--- src/rtl/la_lut4cfg_pkg.sv ---
// rtl/la_lut4cfg_pkg.sv - state encoding and width helper for the la_lut4 config loader
package la_lut4cfg_pkg;

    typedef enum logic [1:0] {
        IDLE   = 2'd0,
        LOAD   = 2'd1,
        COMMIT = 2'd2
    } state_t;

    // Beat-counter width; never below 1 so a single-beat load still has a counter bit.
    function automatic int clog2(input int value);
        int result;
        result = 1;
        while ((1 << result) < value) begin
            result = result + 1;
        end
        return result;
    endfunction

endpackage

--- src/rtl/la_lut4cfg.sv ---
// rtl/la_lut4cfg.sv - beat-stream loader committing N la_lut4 truth tables atomically
// Optional per-beat odd-parity check enabled by LA_LUT4CFG_PARITY_EN.
module la_lut4cfg
    import la_lut4cfg_pkg::*;
#(
    parameter int N    = 4,
    parameter int DW   = 8,
    parameter     PROP = "DEFAULT"
) (
    input  logic            clk,
    input  logic            nreset,
    input  logic            cfg_start,
    input  logic            cfg_valid,
    input  logic [DW-1:0]   cfg_data,
`ifdef LA_LUT4CFG_PARITY_EN
    input  logic            cfg_par,
`endif
    output logic            cfg_ready,
    output logic            cfg_done,
    output logic            cfg_loaded,
    output logic            cfg_error,
    output logic [16*N-1:0] lut
);

    localparam int            BEATS = 16 * N / DW;
    localparam int            CW    = clog2(BEATS);
    localparam logic [CW-1:0] LAST  = CW'(BEATS - 1);

    if (PROP != "DEFAULT") begin : g_prop_alt
    end

    state_t          state;
    state_t          state_nxt;
    logic [CW-1:0]   count;
    logic [16*N-1:0] shadow;
    logic            accept;
    logic            beat_bad;
    logic            last_beat;

    assign cfg_ready = (state == LOAD);
    // A start in the same cycle as a beat wins; that beat is dropped.
    assign accept    = cfg_valid & cfg_ready & ~cfg_start;

`ifdef LA_LUT4CFG_PARITY_EN
    assign beat_bad  = accept & ~(^{cfg_data, cfg_par});
`else
    assign beat_bad  = 1'b0;
`endif

    assign last_beat = accept & ~beat_bad & (count == LAST);

    always_ff @(posedge clk or negedge nreset) begin
        if (!nreset) begin
            state <= IDLE;
        end else begin
            state <= state_nxt;
        end
    end

    always_comb begin
        state_nxt = state;
        case (state)
            IDLE: begin
                if (cfg_start) state_nxt = LOAD;
            end
            LOAD: begin
                if (cfg_start)      state_nxt = LOAD;
                else if (beat_bad)  state_nxt = IDLE;
                else if (last_beat) state_nxt = COMMIT;
            end
            COMMIT: begin
                state_nxt = cfg_start ? LOAD : IDLE;
            end
            default: state_nxt = IDLE;
        endcase
    end

    always_ff @(posedge clk or negedge nreset) begin
        if (!nreset) begin
            count      <= '0;
            shadow     <= '0;
            lut        <= '0;
            cfg_done   <= 1'b0;
            cfg_loaded <= 1'b0;
        end else begin
            cfg_done <= (state == COMMIT);
            if (state == COMMIT) begin
                lut        <= shadow;
                cfg_loaded <= 1'b1;
            end
            if (cfg_start || beat_bad || last_beat) begin
                count <= '0;
            end else if (accept) begin
                count <= count + CW'(1);
            end
            if (accept && !beat_bad) begin
                shadow[int'(count) * DW +: DW] <= cfg_data;
            end
        end
    end

`ifdef LA_LUT4CFG_PARITY_EN
    always_ff @(posedge clk or negedge nreset) begin
        if (!nreset) begin
            cfg_error <= 1'b0;
        end else if (cfg_start) begin
            cfg_error <= 1'b0;
        end else if (beat_bad) begin
            cfg_error <= 1'b1;
        end
    end
`else
    assign cfg_error = 1'b0;
`endif

endmodule

--- config.mk ---
export PLATFORM = sky130hd
export DESIGN_NAME = la_lut4cfg
export DESIGN_NICKNAME = d
export VERILOG_FILES = /design/src/rtl/la_lut4cfg_pkg.sv /design/src/rtl/la_lut4cfg.sv
export SDC_FILE = /design/constraint.sdc
export NUM_CORES = 1
export LEC_CHECK = 0
export CAP_MARGIN = 20
export CORE_MARGIN = 2
export CORE_UTILIZATION = 25
export DETAILED_ROUTE_END_ITERATION = 10
export PLACE_DENSITY = 0.5
export SYNTH_ARGS = -nofsm -noshare
export SYNTH_HDL_FRONTEND = slang
export SYNTH_SLANG_ARGS = --single-unit
--- constraint.sdc ---
create_clock -name clk -period 2.4 [get_ports clk]
set_input_delay 0.72 -clock clk [delete_from_list [all_inputs] [get_ports clk]]
set_output_delay 0.72 -clock clk [all_outputs]
set_load 0.01 [all_outputs]
==> results of run 1 <==
## path summary, 6_finish.rpt
check | depth (start not counted) | slack [ns] | endpoint | startpoint
max | 2 | 0.16 | cfg_ready | state[0]
min | 1 | 0.27 | shadow[58] | nreset
max reg2reg | 7 | 0.23 | shadow[43] | count[0]
min reg2reg | 1 | 0.47 | cfg_loaded | cfg_loaded
max in group asynchronous | 2 | 1.42 | lut[0] | nreset
min in group clk | 1 | 0.47 | cfg_loaded | cfg_loaded
## cell usage in the layout, fill, tap and decap left out, types with 2 or more instances in the layout
master,instances
nand3b_1,2
nor3b_1,6
clkinvlp_4,3
nor2b_1,3
buf_12,2
and3_1,13
clkbuf_16,17
nand2_1,18
clkinv_2,5
o21ai_0,7
nor4b_4,3
nor2_1,5
inv_1,11
nand3_1,3
nand2b_1,3
mux2i_1,7
clkbuf_8,3
ha_1,7
dfrtp_1,135
clkdlybuf4s50_1,77
and2_1,5
mux2_2,113
a21oi_1,5
bufinv_16,2
buf_4,20
## worst max-delay path, cell delays in order, from the launching register on
cell and delay, ns:
dfrtp_1 0.41, nor2b_1 0.15, clkdlybuf4s50_1 0.54
## cells in the mapped netlist, drive strengths merged
library cell | instances | area [µm²]
dfrtp | 135 | 3380
mux2 | 114 | 1280
nand2 | 18 | 67.6
and3 | 13 | 81.3
inv | 11 | 41.3
buf | 10 | 55.1
ha | 7 | 87.6
mux2i | 7 | 70.1
o21ai | 7 | 35.0
clkbuf | 6 | 22.5
nor3b | 6 | 45.0
a21oi | 5 | 25.0
and2 | 5 | 31.3
nor2 | 5 | 18.8
nand2b | 4 | 25.0
nand3 | 4 | 25.0
nor4b | 4 | 80.1
nor2b | 3 | 18.8
nand3b | 2 | 15.0
and4bb | 1 | 12.5
conb | 1 | 3.75
nand4 | 1 | 6.26
nand4bb | 1 | 11.3
nor3 | 1 | 10.0
o2111ai | 1 | 15.0
o31a | 1 | 8.76
or3 | 1 | 6.26
## cell families after synthesis
logic type               after synthesis
flip-flops                           135
AO/OA/AOI/OAI                         14
buffers and inverters                 27
multiplexers                         121
other                                  1
adder cells (fa/ha/maj)                7
AND/OR/NAND/NOR                       69
## state kept, by name, summed over array words and instances (netlist names)
signal	cells
lut	64
shadow	64
count	3
state	2
cfg_done	1
cfg_loaded	1
## power by group through the flow
| stage | sequential (W) | clock (W) | combinational, W |
|---|---|---|---|
| floorplan | 0.00239 | 0 | 0.000113 |
| global placement | 0.00239 | 0 | 0.000244 |
| detailed placement | 0.00239 | 0 | 0.000249 |
| CTS | 0.00235 | 0.00267 | 0.000250 |
| global route | 0.00236 | 0.00277 | 0.000273 |
| finish | 0.00235 | 0.00259 | 0.000243 |
## layout make-up
class,instances,share of cell area [%]
Sequential cell,135,46.2
Clock buffer,20,6.38
Timing Repair Buffer,100,13.3
Multi-Input combinational cell,212,27.1
Tap cell,280,4.79
Inverter,11,0.564
Clock inverter,12,1.71
## through the flow
step | instances | setup WS, ns | utilization (%)
2_1_floorplan | 374 | 0.0363 | -
6_report | 770 | 0.162 | 33.7
4_1_cts | 770 | 0.140 | 33.7
3_5_place_dp | 738 | -0.112 | 31.0
5_1_grt | 770 | 0.0769 | 33.7
3_3_place_gp | 738 | -0.0936 | 31.0
## per-layer routing
layer  up-vias  wire [µm]  GRT usage [%]
li1       1522          -              -
met1      1683       6000           15.6
met2        74       6120           18.3
met3        14        579           4.14
met4         0        193           3.87
met5         -          0              0
==> results.md, run 1 <==
* Status: finished clean
* Layout cells sized above 1 at 35.9%
* Final hold slack at 0.270 ns
* Xor-xnor portion of the synthesized cell area at 0%
* Syn avg cell area at 14.7 µm²
* Synth Register Bits at 135
* Internal power consumption at 0.00403 W
* Sequential area share after synthesis at 61.6%
* Power density cells at 708 mW/mm²
* Die height at 152 µm
* DR vias/cell at 4.28
* Total iterations of the first detailed-routing run at 4
* Setup Skew at 0.0128 ns
* Buffers on Ports at 78
* Initial antenna violation count at 0
* GRT Residual Overflow at 0
* Core Region at 0.0217 mm²
* CP arrival at 1.52 ns
* Simple-gate share of the synthesized area at 8.29%
* Post-route cell area at 0.00732 mm²
* Filler cells at 2091
* Cells after Synth at 374
* Leak at 3.55 nW
* Clk slew on worst S/H paths at 0.06 ns
* CTS H-tree depth at 4
* Sequential cell area at 0.00338 mm²
* Switching power total at 0.00115 W
* Syn_nets at 393
* Multiplexer share of the synthesized area at 24.7%
* CP Launch Type: register
* Max-slew headroom at 63.1%
* Initial Util at 25.3%
* Vias in the first global route at 3530
* Gr usage total at 11.8%
* Die ar. at 0.0231 mm²
* Detail Placement HPWL at 8990 µm
* Switching share of power at 22.2%
* Drt total wl at 12900 µm
* Largest family of logic cells by synthesized area: multiplexers
* Slew @ Worst Pin at 0.551 ns
* Root Buffer: clkbuf_16
* Routed Antenna Nets at 0
* RSZ-0062 raised after global routing: no
* Slew Limit Fails at 0
* GP Congestion at 0.760
* Die Width at 152 µm
* Clk_lat worst skew at 0.42 ns
* First-pass GRT wire length at 21000 µm
* Worst-path fanout max at 6
* Post-CTS Setup Inserts at 0
* Ports at 80
* Power Total at 0.00518 W
* Max Fclk at 447 MHz
* Routed vias at 3293
* Final min period at 2.24 ns
* Hold WC Path Type: input port to async pin
* Compound-Gate Fraction of Synth Area at 1.53%
* CP Capture Type: primary output
* Layout Nets at 496
* Area of the multi-input gates at 0.00199 mm²
* Row count at 54
* Layout Area Growth over Synthesis at 33.6%
* Reg power frac at 45.4%
* Setup CP Type: register to primary output
* Adder-cell share of the synthesized area at 1.60%
* Worst path required time at 1.68 ns
* DRC at 0
* TNS Setup at 0 ns
* Cell Area, Placed at 0.00673 mm²
* Sinks on Clock Net at 135
* Ant diodes at 0
* Final setup violation count at 0
* Post-synthesis cell area at 0.00548 mm²
* CTS tree: done
* Clock Path Buffers at 2
* Ys Warns at 0
* Num CTS Buffers at 17
* Comb power frac at 4.7%
* Distinct cell type count after synthesis at 31
* Pin count of the biggest net entering global routing at 56
* Worst IR Drop VDD at 0.408 mV
* CTS resizes at 0
* Max Cap Viol at 0
* Drt initial violations at 144
* Clock share of power at 49.9%
* Wirelength per Cell at 16.7 µm
* Final hold vios at 0
* Final worst path period share at 93.2%
* Hold_buf cts at 0
Note: power is estimated with default switching activity, not from simulation.
==> run 2, diff against run 1 <==
--- a/config.mk
+++ b/config.mk
@@ -9,7 +9,8 @@
 export CORE_MARGIN = 2
 export CORE_UTILIZATION = 25
 export DETAILED_ROUTE_END_ITERATION = 10
-export PLACE_DENSITY = 0.5
+export PLACE_DENSITY = 0.49
+export SETUP_SLACK_MARGIN = 0.5
 export SYNTH_ARGS = -nofsm -noshare
 export SYNTH_HDL_FRONTEND = slang
 export SYNTH_SLANG_ARGS = --single-unit
==> constraint.sdc (replaced) <==
create_clock -name clk -period 2.3 [get_ports clk]
set_input_delay 0.69 -clock clk [delete_from_list [all_inputs] [get_ports clk]]
set_output_delay 0.69 -clock clk [all_outputs]
set_load 0.01 [all_outputs]
==> run 2 against run 1 <==
Clock skew decreased by 0.0056 ns. Die area is the same. Register-to-register slack improved by 0.20 ns. Hold slack worse by 0.20 ns. Critical path depth rose by 5. Critical path type is now register to register.
==> results.md, run 2 (synthesis results as in run 1) <==
* CP Launch Type: register
* Post-route insts no fill at 781 (+1.4%)
* Placed Cells at 736 (-0.27%)
* Clock Path Buffers at 2 (unchanged)
* RSZ-0062 raised after global routing: yes
* Layout Area Growth over Synthesis at 40.2%
* Biggest regs: lut x64, shadow x64, count x3
* Clk slew on worst S/H paths at 0.06 ns (about the same)
* Worst IR Drop VDD at 0.465 mV (+14%)
* First-pass GRT wire length at 20700 µm (-1.5%)
* Commonest cells after routing, fill and taps aside: dfrtp_1 (131), mux2_2 (88), clkdlybuf4s15_1 (56)
* Hold_buf cts at 0 (unchanged)
* Comb power frac at 5.6% (+0.9 points)
* Drt total wl at 12900 µm (-0.20%)
* Wirelength per Cell at 16.5 µm (-1.6%)
* Leak at 3.77 nW (+6.4%)
* Worst-path fanout max at 8 (+2)
* Power density cells at 718 mW/mm² (+1.5%)
* Die height at 152 µm (unchanged)
* Final worst path period share at 81.2%
* GP Congestion at 0.803 (+5.7%)
* Ports at 80 (unchanged)
* Gr usage total at 11.6% (-0.26 points)
* CTS tree: done
* Initial antenna violation count at 0 (unchanged)
* Row count at 54 (unchanged)
* Commonest non-fill, non-tap cell in the layout: dfrtp_1
* Routed vias at 3336 (+1.3%)
* Pin count of the biggest net entering global routing at 53 (-5.4%)
* Detail Placement HPWL at 8870 µm (-1.3%)
* Die Width at 152 µm (unchanged)
* Root Buffer: clkbuf_16
* DRC at 0 (unchanged)
* Max Fclk at 536 MHz
* Ant diodes at 0 (unchanged)
* Status: finished clean
* Max Cap Viol at 0 (unchanged)
* Core Region at 0.0217 mm² (unchanged)
* Sinks on Clock Net at 135 (unchanged)
* Setup CP Type: register to register
* Filler cells at 2098 (+0.33%)
* Layout Nets at 507 (+2.2%)
* Clk_lat worst skew at 0.42 ns (about the same)
* Routed Antenna Nets at 0 (unchanged)
* Drt initial violations at 135 (-6.3%)
* Total iterations of the first detailed-routing run at 4 (unchanged)
* Initial Util at 25.3% (unchanged)
* DR vias/cell at 4.27 (-0.12%)
* Final min period at 1.87 ns
* Vias in the first global route at 3606 (+2.2%)
* Internal power consumption at 0.00430 W (+6.6%)
* Slew Limit Fails at 0 (unchanged)
* Final hold vios at 0 (unchanged)
* Final setup violation count at 0 (unchanged)
* Buffers on Ports at 78 (unchanged)
* Num CTS Buffers at 17 (unchanged)
* Post-route cell area at 0.00768 mm² (+5.0%)
* Switching power total at 0.00122 W (+6.1%)
* CTS H-tree depth at 4 (unchanged)
* Die ar. at 0.0231 mm² (unchanged)
* Cell Area, Placed at 0.00693 mm² (+3.0%)
* Switching share of power at 22.1% (-0.091 points)
* CP Capture Type: register
* GRT Residual Overflow at 0 (unchanged)
* CP arrival at 2.17 ns (+0.65 ns)
* Setup Skew at 0.00723 ns (-0.00555 ns)
* Clock share of power at 49.9% (about the same)
* Hold WC Path Type: input port to async pin
* Layout cells sized above 1 at 41.7% (+5.8 points)
* Reg power frac at 44.5% (-0.9 points)
* Worst path required time at 2.61 ns (+0.93 ns)
run 2: cell types whose count changed in the layout (fill, tap and decap cells not counted), moves of 7 or more:
cell / before / now
clkdlybuf4s15_1: 0 / 56
clkdlybuf4s50_1: 77 / 8
mux2_2: 113 / 88
dlygate4sd2_1: 0 / 7
mux2_4: 0 / 26
run 2: cell type report:
class | instances | area, µm² | area share (%)
clock buffer | 20 | 447 | 5.81
clock inverter | 12 | 153 | 1.99
inverter | 11 | 43.8 | 0.570
multi-input combinational | 212 | 2210 | 28.8
sequential | 135 | 3380 | 44.0
tap | 280 | 350 | 4.56
timing repair buffer | 111 | 1100 | 14.3
run 2: per-stage QoR:
| step | power, W | hold slack (ns) | setup TNS, ns | setup slack [ns] | util [%] |
|---|---|---|---|---|---|
| 2_1_floorplan | 0.00263 | 0.394 | 0 | 0.141 | - |
| 3_3_place_gp | 0.00278 | 0.454 | -5.24 | -0.133 | 32.0 |
| 3_5_place_dp | 0.00278 | 0.460 | -6.44 | -0.157 | 32.0 |
| 4_1_cts | 0.00559 | 0.0543 | 0 | 0.297 | 35.0 |
| 5_1_grt | 0.00574 | 0.0557 | 0 | 0.373 | 35.4 |
| 6_report | 0.00552 | 0.0727 | 0 | 0.433 | 35.4 |
run 2: repair_timing:
action,in CTS,in global routing
buffers inserted,8,5
setup endpoints to repair,131,101
resized for setup,108,51
pin swaps,6,5
run 2: path summary, 6_finish.rpt:
| kind | start | endpoint | slack (ns) | depth (start not counted) |
|---|---|---|---|---|
| worst max register to register | count[0] | shadow[0] | 0.43 | 7 |
| max in group asynchronous | nreset | lut[62] | 1.55 | 2 |
| worst min-delay path | nreset | lut[50] | 0.07 | 1 |
| min in group clk | cfg_loaded | cfg_loaded | 0.46 | 1 |
| worst max-delay path | count[0] | shadow[0] | 0.43 | 7 |
| worst min register to register | cfg_loaded | cfg_loaded | 0.46 | 1 |
run 2: critical path, stage by stage, from the launching register on:
cell	delay [ns]
dfrtp_2	0.42
inv_4	0.07
ha_4	0.14
ha_4	0.22
buf_4	0.15
nor4b_4	0.25
nand3_4	0.17
mux2_4	0.33
run 2: layer usage:
metal,GRT usage (%),up-vias,wire (µm),part of all wire (%)
li1,-,1544,-,-
met4,3.92,0,187,1.5
met3,3.85,18,578,4.5
met2,17.9,66,5950,46
met1,15.3,1708,6150,48
met5,0,-,0,0
run 2: power by group through the flow:
stage | clock (W) | sequential [W] | combinational (W)
floorplan | 0 | 0.00249 | 0.000143
global placement | 0 | 0.00250 | 0.000276
detailed placement | 0 | 0.00250 | 0.000281
CTS | 0.00283 | 0.00246 | 0.000303
global route | 0.00293 | 0.00246 | 0.000340
finish | 0.00275 | 0.00246 | 0.000308
==> run 3, diff against run 2 <==
--- a/config.mk
+++ b/config.mk
@@ -9,7 +9,7 @@
 export CORE_MARGIN = 2
 export CORE_UTILIZATION = 25
 export DETAILED_ROUTE_END_ITERATION = 10
-export PLACE_DENSITY = 0.49
+export PLACE_DENSITY = 0.5
 export SETUP_SLACK_MARGIN = 0.5
 export SYNTH_ARGS = -nofsm -noshare
 export SYNTH_HDL_FRONTEND = slang
==> constraint.sdc (replaced) <==
create_clock -name clk -period 1.6 [get_ports clk]
set_input_delay 0.48 -clock clk [delete_from_list [all_inputs] [get_ports clk]]
set_output_delay 0.48 -clock clk [all_outputs]
set_load 0.01 [all_outputs]
==> run 3 against run 2 <==
The run now ends with setup timing left. Clock skew decreased by 0.0010 ns. Critical path type unchanged. Largest power group is now registers. Setup slack got worse by 0.68 ns. Critical path depth did not move. Critical endpoint is now shadow[23]. Die area stayed put. Design area up 9.6%.
==> results.md, run 3 (synthesis results as in run 1) <==
* Status: finished, violations left
* Violated checks: setup timing
* Max Fclk at 542 MHz (+1.1%)
* Clock share of power at 46.6% (-3.3 points)
* RSZ-0062 raised after global routing: yes
* Buffers on Ports at 78 (unchanged)
* Die Width at 152 µm (unchanged)
* Initial Util at 25.3% (unchanged)
* DRC at 0 (unchanged)
* Slew @ Worst Pin at 0.513 ns
* First-pass GRT wire length at 23200 µm (+12%)
* Setup CP Type: register to register
* GP Congestion at 0.800 (-0.35%)
* CP Capture Type: register
* Row count at 54 (unchanged)
* CP Launch Type: register
* Vias in the first global route at 3900 (+8.2%)
* Placed Cells at 766 (+4.1%)
* Num CTS Buffers at 17 (unchanged)
* Final hold vios at 0 (unchanged)
* Max Cap Viol at 0 (unchanged)
* Final setup violation count at 94 (+94)
* Slew Limit Fails at 0 (unchanged)
* Switching power total at 0.00171 W (+40%)
* Leak at 4.45 nW (+18%)
* Layout Nets at 581 (+15%)
* Hold WC Path Type: register to register
* Routed Antenna Nets at 0 (unchanged)
* CTS tree: done
* R2R Setup Slk at -0.25 ns (-0.68 ns)
* Worst-path fanout max at 8 (unchanged)
* CTS H-tree depth at 4 (unchanged)
* Post-route insts no fill at 854 (+9.3%)
* Setup Skew at 0.00624 ns (-0.000995 ns)
* Final core occ at 38.8% (+3.4 points)
* Initial antenna violation count at 0 (unchanged)
* Ant diodes at 0 (unchanged)
* Biggest regs: lut x64, shadow x64, count x3
* Fin worst setup slack at -0.246 ns (-0.679 ns)
* Detail Placement HPWL at 9150 µm (+3.1%)
* Worst path required time at 1.90 ns (-0.71 ns)
* Routed vias at 3611 (+8.2%)
* Commonest non-fill, non-tap cell in the layout: dfrtp_1
* Power Total at 0.00750 W (+36%)
* Worst IR Drop VDD at 0.689 mV (+48%)
* Die height at 152 µm (unchanged)
* DR vias/cell at 4.23 (-1.0%)
* Comb power frac at 6.2% (+0.6 points)
* CP arrival at 2.15 ns (-0.02 ns)
* Power density cells at 891 mW/mm² (+24%)
* Final worst path period share at 115% (+34 points)
* GRT Residual Overflow at 0 (unchanged)
* Max-slew headroom at 65.6%
* Drt total wl at 14700 µm (+14%)
* Pre-CTS setup slack at -0.685 ns (-0.528 ns)
* Sinks on Clock Net at 135 (unchanged)
* Ports at 80 (unchanged)
* Root Buffer: clkbuf_16
* Die ar. at 0.0231 mm² (unchanged)
* Switching share of power at 22.8% (+0.73 points)
* Commonest cells after routing, fill and taps aside: dfrtp_1 (133), buf_4 (74), mux2_2 (60)
* Core Region at 0.0217 mm² (unchanged)
* Pin count of the biggest net entering global routing at 40 (-25%)
* Final min period at 1.85 ns (-0.0212 ns)
* Internal power consumption at 0.00579 W (+35%)
* Layout Area Growth over Synthesis at 53.7%
* Total iterations of the first detailed-routing run at 4 (unchanged)
* Final hold slack at 0.492 ns (+0.420 ns)
* Clock Path Buffers at 2 (unchanged)
* Clk slew on worst S/H paths at 0.06 ns (about the same)
* Reg power frac at 47.2% (+2.7 points)
* Layout cells sized above 1 at 61.1% (+19 points)
* Gr usage total at 13.0% (+1.5 points)
* Wirelength per Cell at 17.2 µm (+4.5%)
* Drt initial violations at 96 (-29%)
* Clk_lat worst skew at 0.41 ns (about the same)
## run 3: changes by cell type in the layout (fill, tap and decap cells not counted), moves of 7 or more
cell / before / now
buf_16: 0 / 8
buf_2: 0 / 52
buf_4: 23 / 74
buf_6: 4 / 24
clkdlybuf4s15_1: 56 / 0
mux2_2: 88 / 60
mux2_4: 26 / 54
nand2_1: 18 / 11
o21ai_0: 7 / 0
## run 3: per-layer routing
| metal | share of wire [%] | global-route usage [%] | up-vias |
|---|---|---|---|
| li1 | - | - | 1687 |
| met1 | 48 | 18.0 | 1835 |
| met2 | 46 | 19.8 | 71 |
| met4 | 1.9 | 4.72 | 0 |
| met5 | 0 | 0 | - |
| met3 | 3.3 | 3.51 | 18 |
## run 3: worst paths after layout
kind / startpoint / to / cells after the start
max: count[0] / shadow[23] / 7
min: lut[34] / lut[34] / 2
max reg2reg: count[0] / shadow[23] / 7
min reg2reg: lut[34] / lut[34] / 2
max in group asynchronous: nreset / lut[63] / 3
min in group asynchronous: nreset / lut[51] / 2
## run 3: final cells by class
cell class / count / area [µm²]
tap: 280 / 350
timing repair buffer: 185 / 1740
clock inverter: 9 / 52.6
inverter: 11 / 48.8
multi-input combinational: 212 / 2370
sequential: 135 / 3380
fill: 2042 / 13300
clock buffer: 22 / 474
## run 3: worst max-delay path: stages, from the launching register on
cell	delay, ns
dfrtp_2	0.39
inv_4	0.05
ha_4	0.16
ha_4	0.35
o31a_1	0.19
buf_4	0.15
nand3_4	0.13
mux2_2	0.31
## run 3: stage by stage
stage	setup TNS, ns	area [µm²]
after detailed placement	-42.68	7150
after global placement	-41.02	7150
after CTS	-14.14	8030
after global routing	-19.08	8420
final	-13.82	8420
after floorplan	-27.53	5740
## run 3: timing repair
| action | CTS | global route |
|---|---|---|
| buffers inserted | 28 | 18 |
| endpoints found under the hold margin | 27 | 0 |
| pin swaps | 9 | 4 |
| cloned | 7 | 3 |
| resized for setup | 331 | 45 |
| hold buffers | 1 | 0 |
| endpoints found under the setup margin | 201 | 287 |
## run 3: power by group through the flow
stage | clock, W | sequential [W] | combinational [W]
5_1_grt | 0.00375 | 0.00354 | 0.000516
3_5_place_dp | 0 | 0.00359 | 0.000454
4_1_cts | 0.00358 | 0.00354 | 0.000472
6_report | 0.00350 | 0.00354 | 0.000465
2_1_floorplan | 0 | 0.00358 | 0.000211
3_3_place_gp | 0 | 0.00359 | 0.000444
